==> config.mk <==
export PLATFORM = sky130hd
export DESIGN_NAME = pipeline_ctrl_flat
export DESIGN_NICKNAME = d
export VERILOG_FILES = /design/src/rtl/pipeline_ctrl_if.sv /design/src/rtl/pipeline_ctrl.sv /design/src/flat_wrapper.sv
export SDC_FILE = /design/constraint.sdc
export NUM_CORES = 1
export LEC_CHECK = 0
export ABC_AREA = 1
export ABC_CLOCK_PERIOD_IN_PS = 3350
export CAP_MARGIN = 10
export CORE_MARGIN = 1.5
export CORE_UTILIZATION = 39
export CTS_CLUSTER_DIAMETER = 200
export DETAILED_ROUTE_END_ITERATION = 8
export PLACE_DENSITY = 0.9
export RECOVER_POWER = 25
export SLEW_MARGIN = 30
export SYNTH_ARGS = -nofsm -noshare
export SYNTH_HDL_FRONTEND = slang
export SYNTH_SLANG_ARGS = --single-unit
==> constraint.sdc <==
create_clock -name clk -period 3.35 [get_ports clk]
set_clock_uncertainty 0.1 [all_clocks]
set_input_delay 0.67 -clock clk [delete_from_list [all_inputs] [get_ports clk]]
set_output_delay 0.67 -clock clk [all_outputs]
set_load 0.02 [all_outputs]
==> src/rtl/pipeline_ctrl_if.sv <==
// Pipeline sequencer signal bundle: hazard, D-mem and mul/div handshakes plus per-stage controls.
`default_nettype none

interface pipeline_ctrl_if #(
    parameter int CNT_W = 32
);
    logic             hz_stall;
    logic             hz_flush;
    logic             dmem_req;
    logic             dmem_ready;
    logic             ex_is_md;
    logic             md_done;
    logic             md_start;
    logic             pc_en;
    logic             pc_redirect;
    logic             ifid_en;
    logic             ifid_flush;
    logic             idex_en;
    logic             idex_bubble;
    logic             exmem_en;
    logic             exmem_bubble;
    logic             memwb_en;
    logic             memwb_bubble;
    logic             err_mem_timeout;
    logic [CNT_W-1:0] perf_stall_cyc;
    logic [CNT_W-1:0] perf_flush_cnt;

    modport slave (
        input  hz_stall, hz_flush, dmem_req, dmem_ready, ex_is_md, md_done,
        output md_start, pc_en, pc_redirect, ifid_en, ifid_flush, idex_en, idex_bubble,
               exmem_en, exmem_bubble, memwb_en, memwb_bubble, err_mem_timeout,
               perf_stall_cyc, perf_flush_cnt
    );

    modport master (
        output hz_stall, hz_flush, dmem_req, dmem_ready, ex_is_md, md_done,
        input  md_start, pc_en, pc_redirect, ifid_en, ifid_flush, idex_en, idex_bubble,
               exmem_en, exmem_bubble, memwb_en, memwb_bubble, err_mem_timeout,
               perf_stall_cyc, perf_flush_cnt
    );
endinterface

`default_nettype wire

==> src/rtl/pipeline_ctrl.sv <==
// ============================================================================
// Module  : pipeline_ctrl
// Brief   : 5-stage pipeline sequencer merging ID hazards, D-mem wait and
//           mul/div sequencing into per-stage load/bubble controls.
//           Optional perf counters under macro PIPE_PERF_CNT_EN.
// Revision: 1.0 - initial release
// ============================================================================
`default_nettype none

module pipeline_ctrl #(
    parameter int MEM_TIMEOUT = 256,
    parameter int CNT_W       = 32
) (
    input  wire logic       clk,
    input  wire logic       rst_n,
    pipeline_ctrl_if.slave  ctrl
);

    localparam int                  c_wait_w     = $clog2(MEM_TIMEOUT + 1);
    localparam logic [c_wait_w-1:0] c_timeout    = c_wait_w'(MEM_TIMEOUT);
    localparam logic [c_wait_w-1:0] c_timeout_m1 = c_wait_w'(MEM_TIMEOUT - 1);

    typedef enum logic [1:0] {
        RUN     = 2'd0,
        EX_WAIT = 2'd1,
        EX_HOLD = 2'd2
    } state_t;

    state_t              r_state;
    state_t              w_state_nxt;
    logic                w_md_start;
    logic                w_mem_stall;
    logic                w_ex_stall;
    logic [c_wait_w-1:0] r_wait_cnt;
    logic                r_err;

    logic w_pc_en, w_pc_redirect, w_ifid_en, w_ifid_flush, w_idex_en, w_idex_bubble;
    logic w_exmem_en, w_exmem_bubble, w_memwb_en, w_memwb_bubble;

    assign w_mem_stall = ctrl.dmem_req & ~ctrl.dmem_ready;
    assign w_ex_stall  = ((r_state == RUN) & ctrl.ex_is_md) |
                         ((r_state == EX_WAIT) & ~ctrl.md_done);

    always_ff @(posedge clk or negedge rst_n) begin
        if (!rst_n) begin
            r_state <= RUN;
        end else begin
            r_state <= w_state_nxt;
        end
    end

    always_comb begin
        w_state_nxt = r_state;
        w_md_start  = 1'b0;
        case (r_state)
            RUN: begin
                if (ctrl.ex_is_md) begin
                    w_md_start  = 1'b1;
                    w_state_nxt = EX_WAIT;
                end
            end
            EX_WAIT: begin
                // Result arrived but MEM is blocked: hold EX until the stall lifts
                if (ctrl.md_done) begin
                    w_state_nxt = w_mem_stall ? EX_HOLD : RUN;
                end
            end
            EX_HOLD: begin
                if (!w_mem_stall) begin
                    w_state_nxt = RUN;
                end
            end
            default: w_state_nxt = RUN;
        endcase
    end

    always_comb begin
        w_pc_en        = 1'b0;
        w_pc_redirect  = 1'b0;
        w_ifid_en      = 1'b0;
        w_ifid_flush   = 1'b0;
        w_idex_en      = 1'b0;
        w_idex_bubble  = 1'b0;
        w_exmem_en     = 1'b0;
        w_exmem_bubble = 1'b0;
        w_memwb_en     = 1'b0;
        w_memwb_bubble = 1'b0;
        if (rst_n) begin
            if (w_mem_stall) begin
                w_memwb_en     = 1'b1;
                w_memwb_bubble = 1'b1;
            end else if (w_ex_stall) begin
                w_exmem_en     = 1'b1;
                w_exmem_bubble = 1'b1;
                w_memwb_en     = 1'b1;
            end else if (ctrl.hz_stall) begin
                w_idex_en     = 1'b1;
                w_idex_bubble = 1'b1;
                w_exmem_en    = 1'b1;
                w_memwb_en    = 1'b1;
            end else begin
                // A flush dropped in a stalled cycle is re-raised by the branch still in ID
                w_pc_en       = 1'b1;
                w_ifid_en     = 1'b1;
                w_idex_en     = 1'b1;
                w_exmem_en    = 1'b1;
                w_memwb_en    = 1'b1;
                w_pc_redirect = ctrl.hz_flush;
                w_ifid_flush  = ctrl.hz_flush;
            end
        end
    end

    always_ff @(posedge clk or negedge rst_n) begin
        if (!rst_n) begin
            r_wait_cnt <= '0;
            r_err      <= 1'b0;
        end else if (w_mem_stall) begin
            if (r_wait_cnt != c_timeout) begin
                r_wait_cnt <= r_wait_cnt + 1'b1;
            end
            if (r_wait_cnt >= c_timeout_m1) begin
                r_err <= 1'b1;
            end
        end else begin
            r_wait_cnt <= '0;
        end
    end

    assign ctrl.md_start        = w_md_start & rst_n;
    assign ctrl.pc_en           = w_pc_en;
    assign ctrl.pc_redirect     = w_pc_redirect;
    assign ctrl.ifid_en         = w_ifid_en;
    assign ctrl.ifid_flush      = w_ifid_flush;
    assign ctrl.idex_en         = w_idex_en;
    assign ctrl.idex_bubble     = w_idex_bubble;
    assign ctrl.exmem_en        = w_exmem_en;
    assign ctrl.exmem_bubble    = w_exmem_bubble;
    assign ctrl.memwb_en        = w_memwb_en;
    assign ctrl.memwb_bubble    = w_memwb_bubble;
    assign ctrl.err_mem_timeout = r_err;

`ifdef PIPE_PERF_CNT_EN
    logic [CNT_W-1:0] r_perf_stall;
    logic [CNT_W-1:0] r_perf_flush;

    always_ff @(posedge clk or negedge rst_n) begin
        if (!rst_n) begin
            r_perf_stall <= '0;
            r_perf_flush <= '0;
        end else begin
            if (!w_pc_en && (r_perf_stall != {CNT_W{1'b1}})) begin
                r_perf_stall <= r_perf_stall + 1'b1;
            end
            if (w_pc_redirect && (r_perf_flush != {CNT_W{1'b1}})) begin
                r_perf_flush <= r_perf_flush + 1'b1;
            end
        end
    end

    assign ctrl.perf_stall_cyc = r_perf_stall;
    assign ctrl.perf_flush_cnt = r_perf_flush;
`else
    assign ctrl.perf_stall_cyc = {CNT_W{1'b0}};
    assign ctrl.perf_flush_cnt = {CNT_W{1'b0}};
`endif

endmodule

`default_nettype wire

==> src/flat_wrapper.sv <==
// flat-port wrapper written by rule: the top's interface ports become plain ports
module pipeline_ctrl_flat 
#(
    parameter int MEM_TIMEOUT = 256,
    parameter int CNT_W       = 32
)
  (clk, rst_n, ctrl_hz_stall, ctrl_hz_flush, ctrl_dmem_req, ctrl_dmem_ready, ctrl_ex_is_md, ctrl_md_done, ctrl_md_start, ctrl_pc_en, ctrl_pc_redirect, ctrl_ifid_en, ctrl_ifid_flush, ctrl_idex_en, ctrl_idex_bubble, ctrl_exmem_en, ctrl_exmem_bubble, ctrl_memwb_en, ctrl_memwb_bubble, ctrl_err_mem_timeout, ctrl_perf_stall_cyc, ctrl_perf_flush_cnt);
  pipeline_ctrl_if #(.CNT_W(CNT_W)) ctrl_i ();
  input  wire logic clk;
  input  wire logic rst_n;
  input wire logic [$bits(ctrl_i.hz_stall)-1:0] ctrl_hz_stall;
  input wire logic [$bits(ctrl_i.hz_flush)-1:0] ctrl_hz_flush;
  input wire logic [$bits(ctrl_i.dmem_req)-1:0] ctrl_dmem_req;
  input wire logic [$bits(ctrl_i.dmem_ready)-1:0] ctrl_dmem_ready;
  input wire logic [$bits(ctrl_i.ex_is_md)-1:0] ctrl_ex_is_md;
  input wire logic [$bits(ctrl_i.md_done)-1:0] ctrl_md_done;
  output wire logic [$bits(ctrl_i.md_start)-1:0] ctrl_md_start;
  output wire logic [$bits(ctrl_i.pc_en)-1:0] ctrl_pc_en;
  output wire logic [$bits(ctrl_i.pc_redirect)-1:0] ctrl_pc_redirect;
  output wire logic [$bits(ctrl_i.ifid_en)-1:0] ctrl_ifid_en;
  output wire logic [$bits(ctrl_i.ifid_flush)-1:0] ctrl_ifid_flush;
  output wire logic [$bits(ctrl_i.idex_en)-1:0] ctrl_idex_en;
  output wire logic [$bits(ctrl_i.idex_bubble)-1:0] ctrl_idex_bubble;
  output wire logic [$bits(ctrl_i.exmem_en)-1:0] ctrl_exmem_en;
  output wire logic [$bits(ctrl_i.exmem_bubble)-1:0] ctrl_exmem_bubble;
  output wire logic [$bits(ctrl_i.memwb_en)-1:0] ctrl_memwb_en;
  output wire logic [$bits(ctrl_i.memwb_bubble)-1:0] ctrl_memwb_bubble;
  output wire logic [$bits(ctrl_i.err_mem_timeout)-1:0] ctrl_err_mem_timeout;
  output wire logic [$bits(ctrl_i.perf_stall_cyc)-1:0] ctrl_perf_stall_cyc;
  output wire logic [$bits(ctrl_i.perf_flush_cnt)-1:0] ctrl_perf_flush_cnt;
  assign ctrl_i.hz_stall = ctrl_hz_stall;
  assign ctrl_i.hz_flush = ctrl_hz_flush;
  assign ctrl_i.dmem_req = ctrl_dmem_req;
  assign ctrl_i.dmem_ready = ctrl_dmem_ready;
  assign ctrl_i.ex_is_md = ctrl_ex_is_md;
  assign ctrl_i.md_done = ctrl_md_done;
  assign ctrl_md_start = ctrl_i.md_start;
  assign ctrl_pc_en = ctrl_i.pc_en;
  assign ctrl_pc_redirect = ctrl_i.pc_redirect;
  assign ctrl_ifid_en = ctrl_i.ifid_en;
  assign ctrl_ifid_flush = ctrl_i.ifid_flush;
  assign ctrl_idex_en = ctrl_i.idex_en;
  assign ctrl_idex_bubble = ctrl_i.idex_bubble;
  assign ctrl_exmem_en = ctrl_i.exmem_en;
  assign ctrl_exmem_bubble = ctrl_i.exmem_bubble;
  assign ctrl_memwb_en = ctrl_i.memwb_en;
  assign ctrl_memwb_bubble = ctrl_i.memwb_bubble;
  assign ctrl_err_mem_timeout = ctrl_i.err_mem_timeout;
  assign ctrl_perf_stall_cyc = ctrl_i.perf_stall_cyc;
  assign ctrl_perf_flush_cnt = ctrl_i.perf_flush_cnt;
  pipeline_ctrl #(.MEM_TIMEOUT(MEM_TIMEOUT), .CNT_W(CNT_W)) u_core (.clk(clk), .rst_n(rst_n), .ctrl(ctrl_i));
endmodule
==> impl_metrics.csv, run 1 <==
group,metric,value,unit
critical_path,critPathLaunchType,"primary input",
cells_and_area,nNetsFinal,212,
cts,cts_tree,"yes",
cells_and_area,num_antenna_cells,0,
floorplan,io_pins,84,
global_route,grt_util_all_layers,11.9,%
run_status,status,"completed",
pwr,vdd_drop_max,0.168,mV
cts,cts_hold_buf,0,
pwr,power_density,328,mW/mm^2
pwr,intPower,243,uW
pwr,pwr-share-seq,38.7,%
synth,yosys_warnings,0,
cells_and_area,final_cell_mix,"conb_1 (64), inv_1 (24), nand2_1 (23)",
global_route,grt_pass1_wl,3130,microns
cells_and_area,n_fill_cell,340,
detailed_routing,antenna_left,0,
sta,finalMaxSlewViolations,0,
placement,place_area,0.00127,sq mm
synth,ys_ff_latch,12,
synth,syn-cell-area,0.00129,sq mm
critical_path,path_class,"primary input to output pin",
cells_and_area,syn_to_final_growth,0.194,%
cts,htreeDepth,1,
pwr,p_leak,0.000724,uW
synth,synth.distinct_cells,21,
cts,ctsRootBufferMaster,"clkbuf_4",
cells_and_area,fin_util,41.7,%
cells_and_area,final_layout_size_suffix_gt1_share,5.53,%
floorplan,start_util,41.6,%
floorplan,coreArea,0.00310,sq mm
critical_path,worstPathRequired,2.58,ns
critical_path,max_stage_delay,0.62,ns
detailed_routing,dr.pass1.iters,4,
sta,grt_setup_unrepaired,"no",
sta,finalHoldViolations,0,
detailed_routing,drt-wirelength-per-cell,8.28,microns
sta,period_share,93.8,%
flow_run,maxCapViolCount,0,
placement,dp_hpwl,1640,microns
floorplan,die_area,0.00366,sq mm
synth,synth-seq-area-share,23.3,%
pwr,clockPowerShare,21.7,%
detailed_routing,routed_via_density,3.84,
critical_path,worstSetupEndpointType,"output pin",
cts,cts_setup_buffers,0,
cts,cts_resized,0,
global_route,grt_pass1_vias,758,
floorplan,rows,20,
sta,fin_tns_setup,0,ns
pwr,pwr-share-comb,39.6,%
detailed_routing,drt-total-wl,2010,microns
critical_path,worst_path_max_delay_cell,"clkdlybuf4s50_1",
worst_hold_path,worstHoldPathType,"register to register",
cts,cts_sinks,12,
detailed_routing,drtIter0Drc,21,
global_route,grt_max_degree,14,
placement,port_buffers,19,
critical_path,worstPathMaxFanout,5,
placement,place_congestion,0.907,
critical_path,worstPathCellList,"dlygate4sd3_1 -> inv_1 -> nor2_1 -> nand2_1 -> nor2_1 -> clkdlybuf4s50_1",
cts,clock_latency,0.28,ns
sta,setup_viol,0,
cells_and_area,finalNonFillerCells,243,
cts,numCtsBuffers,3,
pwr,p_sw_share,42.9,%
sta,fmax,0.318,GHz
floorplan,dieHeight,60.5,microns
sta,timing.hold.ws,0.365,ns
global_route,antenna_found_initial,0,
cts,clk_path_buf_depth,2,
critical_path,worstPathArrival,2.37,ns
placement,dp.cells,240,
cts,cts.clk_slew.worst_paths,0.08,ns
detailed_routing,drc,0,
floorplan,die_w,60.5,microns
synth,syn-instance-count,180,
synth,synth.avg_cell_area,7.17,sq um
global_route,overflow,0,
pwr,power.switching,182,uW
cells_and_area,final_common_cell,"conb_1",
sta,period_needed,3.14,ns
cells_and_area,final_cell_area,0.00129,sq mm
critical_path,cpMostUsedCell,"nor2_1",
detailed_routing,vias,934,
[state kept, by name, summed over array words and instances, names as in the netlist]
| register | cells |
|---|---|
| u_core.r_state | 2 |
| u_core.r_wait_cnt | 9 |
| u_core.ctrl.err_mem_timeout | 1 |
[critical path: cells and delay by family]
kind                   cells  cell delay (ns)
buffers and inverters      3             1.32
AND/OR/NAND/NOR            3             0.38
[stage by stage]
| step | worst slack, ns | total power, uW |
|---|---|---|
| after floorplan | 0.794 | 347 |
| after global placement | 0.304 | 332 |
| after detailed placement | 0.266 | 335 |
| after CTS | 0.263 | 430 |
| after global routing | 0.105 | 455 |
| final | 0.208 | 424 |
[cell usage after synthesis (all sizes together)]
library cell / instances / area (sq um)
a21oi: 6 / 30.0
buf: 67 / 503
clkbuf: 1 / 13.8
conb: 1 / 3.75
dfrtp: 12 / 300
ha: 3 / 37.5
inv: 24 / 90.1
nand2: 24 / 92.6
nand3: 11 / 72.6
nor2: 22 / 92.6
nor3: 3 / 15.0
nor4: 1 / 6.26
o21ai: 4 / 23.8
xor2: 1 / 8.76
[layer usage]
| metal | track usage, % | wire (microns) | up-vias |
|---|---|---|---|
| met4 | 4.66 | 17 | 0 |
| met3 | 6.40 | 220 | 2 |
| met5 | 0 | 0 | - |
| met2 | 19.4 | 1000 | 59 |
| li1 | - | - | 455 |
| met1 | 13.0 | 772 | 418 |
[final cells by class]
| type | count | area, sq um | area share, % |
|---|---|---|---|
| Multi-Input combinational cell | 139 | 619 | 47.9 |
| Sequential cell | 12 | 300 | 23.2 |
| Timing Repair Buffer | 21 | 205 | 15.9 |
| Inverter | 24 | 90.1 | 6.97 |
| Tap cell | 44 | 55.1 | 4.26 |
| Clock buffer | 3 | 22.5 | 1.74 |
[final timing paths]
kind | cells after the start | from | slack [ns] | end
worst max register to register | 5 | u_core.r_wait_cnt[0] | 1.72 | u_core.r_wait_cnt[8]
worst min register to register | 2 | u_core.ctrl.err_mem_timeout | 0.37 | u_core.ctrl.err_mem_timeout
max in group asynchronous | 2 | rst_n | 2.22 | u_core.r_wait_cnt[0]
worst max-delay path | 6 | rst_n | 0.21 | ctrl_pc_en
worst min-delay path | 2 | u_core.ctrl.err_mem_timeout | 0.37 | u_core.ctrl.err_mem_timeout
min in group asynchronous | 2 | rst_n | 0.76 | u_core.r_wait_cnt[7]
[logic make-up after synthesis]
kind of cell / share of synthesized area (%)
AO/OA/AOI/OAI: 4.17
XOR/XNOR: 0.679
adder cells (fa/ha/maj): 2.91
buffers and inverters: 47.0
flip-flops: 23.3
other: 0.291
AND/OR/NAND/NOR: 21.6
[power groups by stage]
stage	clock [uW]	combinational, uW	sequential, uW
after floorplan	0	182	165
after global placement	0	166	166
after detailed placement	0	169	167
after CTS	96.6	169	164
after global routing	103	186	167
final	92.0	168	164
No activity file was read; power rests on OpenSTA's default activity.
==> run 2: changes to the inputs <==
--- a/config.mk
+++ b/config.mk
@@ -14,7 +14,6 @@
 export DETAILED_ROUTE_END_ITERATION = 8
 export PLACE_DENSITY = 0.9
 export RECOVER_POWER = 25
-export SLEW_MARGIN = 30
 export SYNTH_ARGS = -nofsm -noshare
 export SYNTH_HDL_FRONTEND = slang
 export SYNTH_SLANG_ARGS = --single-unit
==> results of run 2 <==
Same layout as run 1: the final DEF is identical, and so are final timing and power.
==> run 3: changes to the inputs <==
--- a/config.mk
+++ b/config.mk
@@ -12,6 +12,7 @@
 export CORE_UTILIZATION = 39
 export CTS_CLUSTER_DIAMETER = 200
 export DETAILED_ROUTE_END_ITERATION = 8
+export GPL_TIMING_DRIVEN = 0
 export PLACE_DENSITY = 0.9
 export RECOVER_POWER = 25
 export SYNTH_ARGS = -nofsm -noshare
==> run 3 against run 2 <==
Power increased by 21%. Die area unchanged. First-iteration DRC count decreased by 57%. Largest power group unchanged. Largest cell class is now non-clock buffers. Sequential share of layout area decreased by 6.6 points. Critical path type unchanged.
==> impl_metrics.csv, run 3 (same netlist as run 1, synthesis figures left out) <==
group,metric,value,unit
cts,numCtsBuffers,3,
global_route,grt_max_degree,15,
sta,period_needed,3.15,ns
cells_and_area,final_common_cell,"buf_4",
sta,grt_setup_unrepaired,"no",
global_route,overflow,0,
sta,setup_viol,0,
sta,finalMaxSlewViolations,0,
critical_path,worstSetupEndpointType,"output pin",
detailed_routing,drtIter0Drc,9,
detailed_routing,routed_via_density,3.49,
cells_and_area,syn_to_final_growth,40.3,%
run_status,status,"completed",
floorplan,rows,20,
cells_and_area,finalNonFillerCells,310,
pwr,vdd_drop_max,0.222,mV
critical_path,worstPathArrival,2.38,ns
sta,period_share,94.0,%
floorplan,die_area,0.00366,sq mm
cts,clk_path_buf_depth,2,
sta,timing.hold.ws,0.275,ns
placement,place_congestion,0.885,
placement,port_buffers,19,
cts,htreeDepth,1,
detailed_routing,drc,0,
critical_path,max_stage_delay,0.59,ns
cells_and_area,final_cell_mix,"buf_4 (67), conb_1 (64), inv_1 (24)",
sta,fmax,0.318,GHz
global_route,grt_util_all_layers,12.9,%
placement,dp.cells,306,
sta,fin_tns_setup,0,ns
critical_path,worstPathMaxFanout,3,
placement,place_ws,-0.373,ns
cts,cts_sinks,12,
cts,clock_latency,0.28,ns
cells_and_area,final_layout_size_suffix_gt1_share,29.7,%
global_route,grt_pass1_wl,3480,microns
critical_path,worstPathRequired,2.58,ns
floorplan,io_pins,84,
cells_and_area,nNetsFinal,278,
placement,dp_hpwl,1890,microns
cts,cts_setup_buffers,0,
critical_path,worst_path_max_delay_cell,"clkdlybuf4s50_1",
cells_and_area,largest_reg_flops,9,
cts,ctsRootBufferMaster,"clkbuf_4",
critical_path,worstPathCellList,"clkdlybuf4s50_1 -> inv_1 -> nand3_1 -> nand2_1 -> inv_1 -> nand2_1 -> nor2_1 -> buf_4 -> clkdlybuf4s50_1",
global_route,grt_pass1_vias,852,
detailed_routing,drt-total-wl,2220,microns
floorplan,coreArea,0.00310,sq mm
floorplan,dieHeight,60.5,microns
cells_and_area,regMostFlops,"u_core.r_wait_cnt",
floorplan,die_w,60.5,microns
detailed_routing,vias,1083,
pwr,power_density,284,mW/mm^2
cts,cts_tree,"yes",
pwr,power,513,uW
detailed_routing,dr.pass1.iters,2,
cts,cts.clk_slew.worst_paths,0.08,ns
pwr,p_leak,0.00109,uW
worst_hold_path,worstHoldPathType,"primary input to async pin",
detailed_routing,drt-wirelength-per-cell,7.17,microns
floorplan,start_util,41.6,%
global_route,antenna_found_initial,0,
detailed_routing,antenna_left,0,
critical_path,path_class,"primary input to output pin",
sta,finalHoldViolations,0,
critical_path,critPathLaunchType,"primary input",
cells_and_area,num_antenna_cells,0,
flow_run,maxCapViolCount,0,
sta,setup_ws,0.201,ns
-- run 3: changes by cell type in the layout (fill, tap and decap cells not counted) --
| cell | previous run | this run |
|---|---|---|
| clkbuf_8 | 0 | 2 |
| dlygate4sd3_1 | 1 | 0 |
| buf_4 | 2 | 67 |
| clkdlybuf4s15_2 | 0 | 1 |
-- run 3: path summary, 6_finish.rpt --
| path | cells past startpoint | from | end | slack (ns) |
|---|---|---|---|---|
| worst max-delay path | 9 | ctrl_md_done | ctrl_pc_en | 0.20 |
| max in group asynchronous | 1 | rst_n | u_core.r_wait_cnt[1] | 2.60 |
| worst max register to register | 5 | u_core.r_wait_cnt[1] | u_core.r_wait_cnt[8] | 1.71 |
| worst min register to register | 2 | u_core.ctrl.err_mem_timeout | u_core.ctrl.err_mem_timeout | 0.37 |
| worst min-delay path | 1 | rst_n | u_core.r_wait_cnt[5] | 0.27 |
| min in group clk | 2 | u_core.ctrl.err_mem_timeout | u_core.ctrl.err_mem_timeout | 0.37 |
-- run 3: report_power, final --
| group | switching [uW] | internal (uW) |
|---|---|---|
| clock network | 51.3 | 66.1 |
| registers | 10.3 | 154 |
| logic | 132 | 99.0 |
| total | 194 | 319 |
-- run 3: what timing repair did --
item | 4_1_cts | 5_1_grt
hold buffers | 0 | 0
gates resized for setup | 3 | 0
endpoints found under the setup margin | 8 | 0
-- run 3: worst max-delay path, delay by kind of cell --
| family | cells | cell delay [ns] |
|---|---|---|
| buffers and inverters | 5 | 1.32 |
| AND/OR/NAND/NOR | 4 | 0.39 |
-- run 3: stage by stage --
step | area, sq um | util (%)
2_1_floorplan | 1530 | -
3_3_place_gp | 1770 | 57.1
3_5_place_dp | 1770 | 57.1
4_1_cts | 1810 | 58.3
5_1_grt | 1810 | 58.3
6_report | 1810 | 58.3
-- run 3: metal layers --
metal	share of wire, %	global-route usage (%)	up-vias
li1	-	-	589
met1	39	14.1	442
met5	0	0	-
met4	2.2	7.45	0
met3	9.8	3.41	4
met2	49	22.5	48
-- run 3: area by class of cell --
| class | instances | area, sq um |
|---|---|---|
| clock buffer | 4 | 36.3 |
| inverter | 24 | 90.1 |
| buffer | 68 | 517 |
| tap | 44 | 55.1 |
| fill | 300 | 1290 |
| multi-input combinational | 139 | 619 |
| sequential | 12 | 300 |
| timing repair buffer | 19 | 191 |
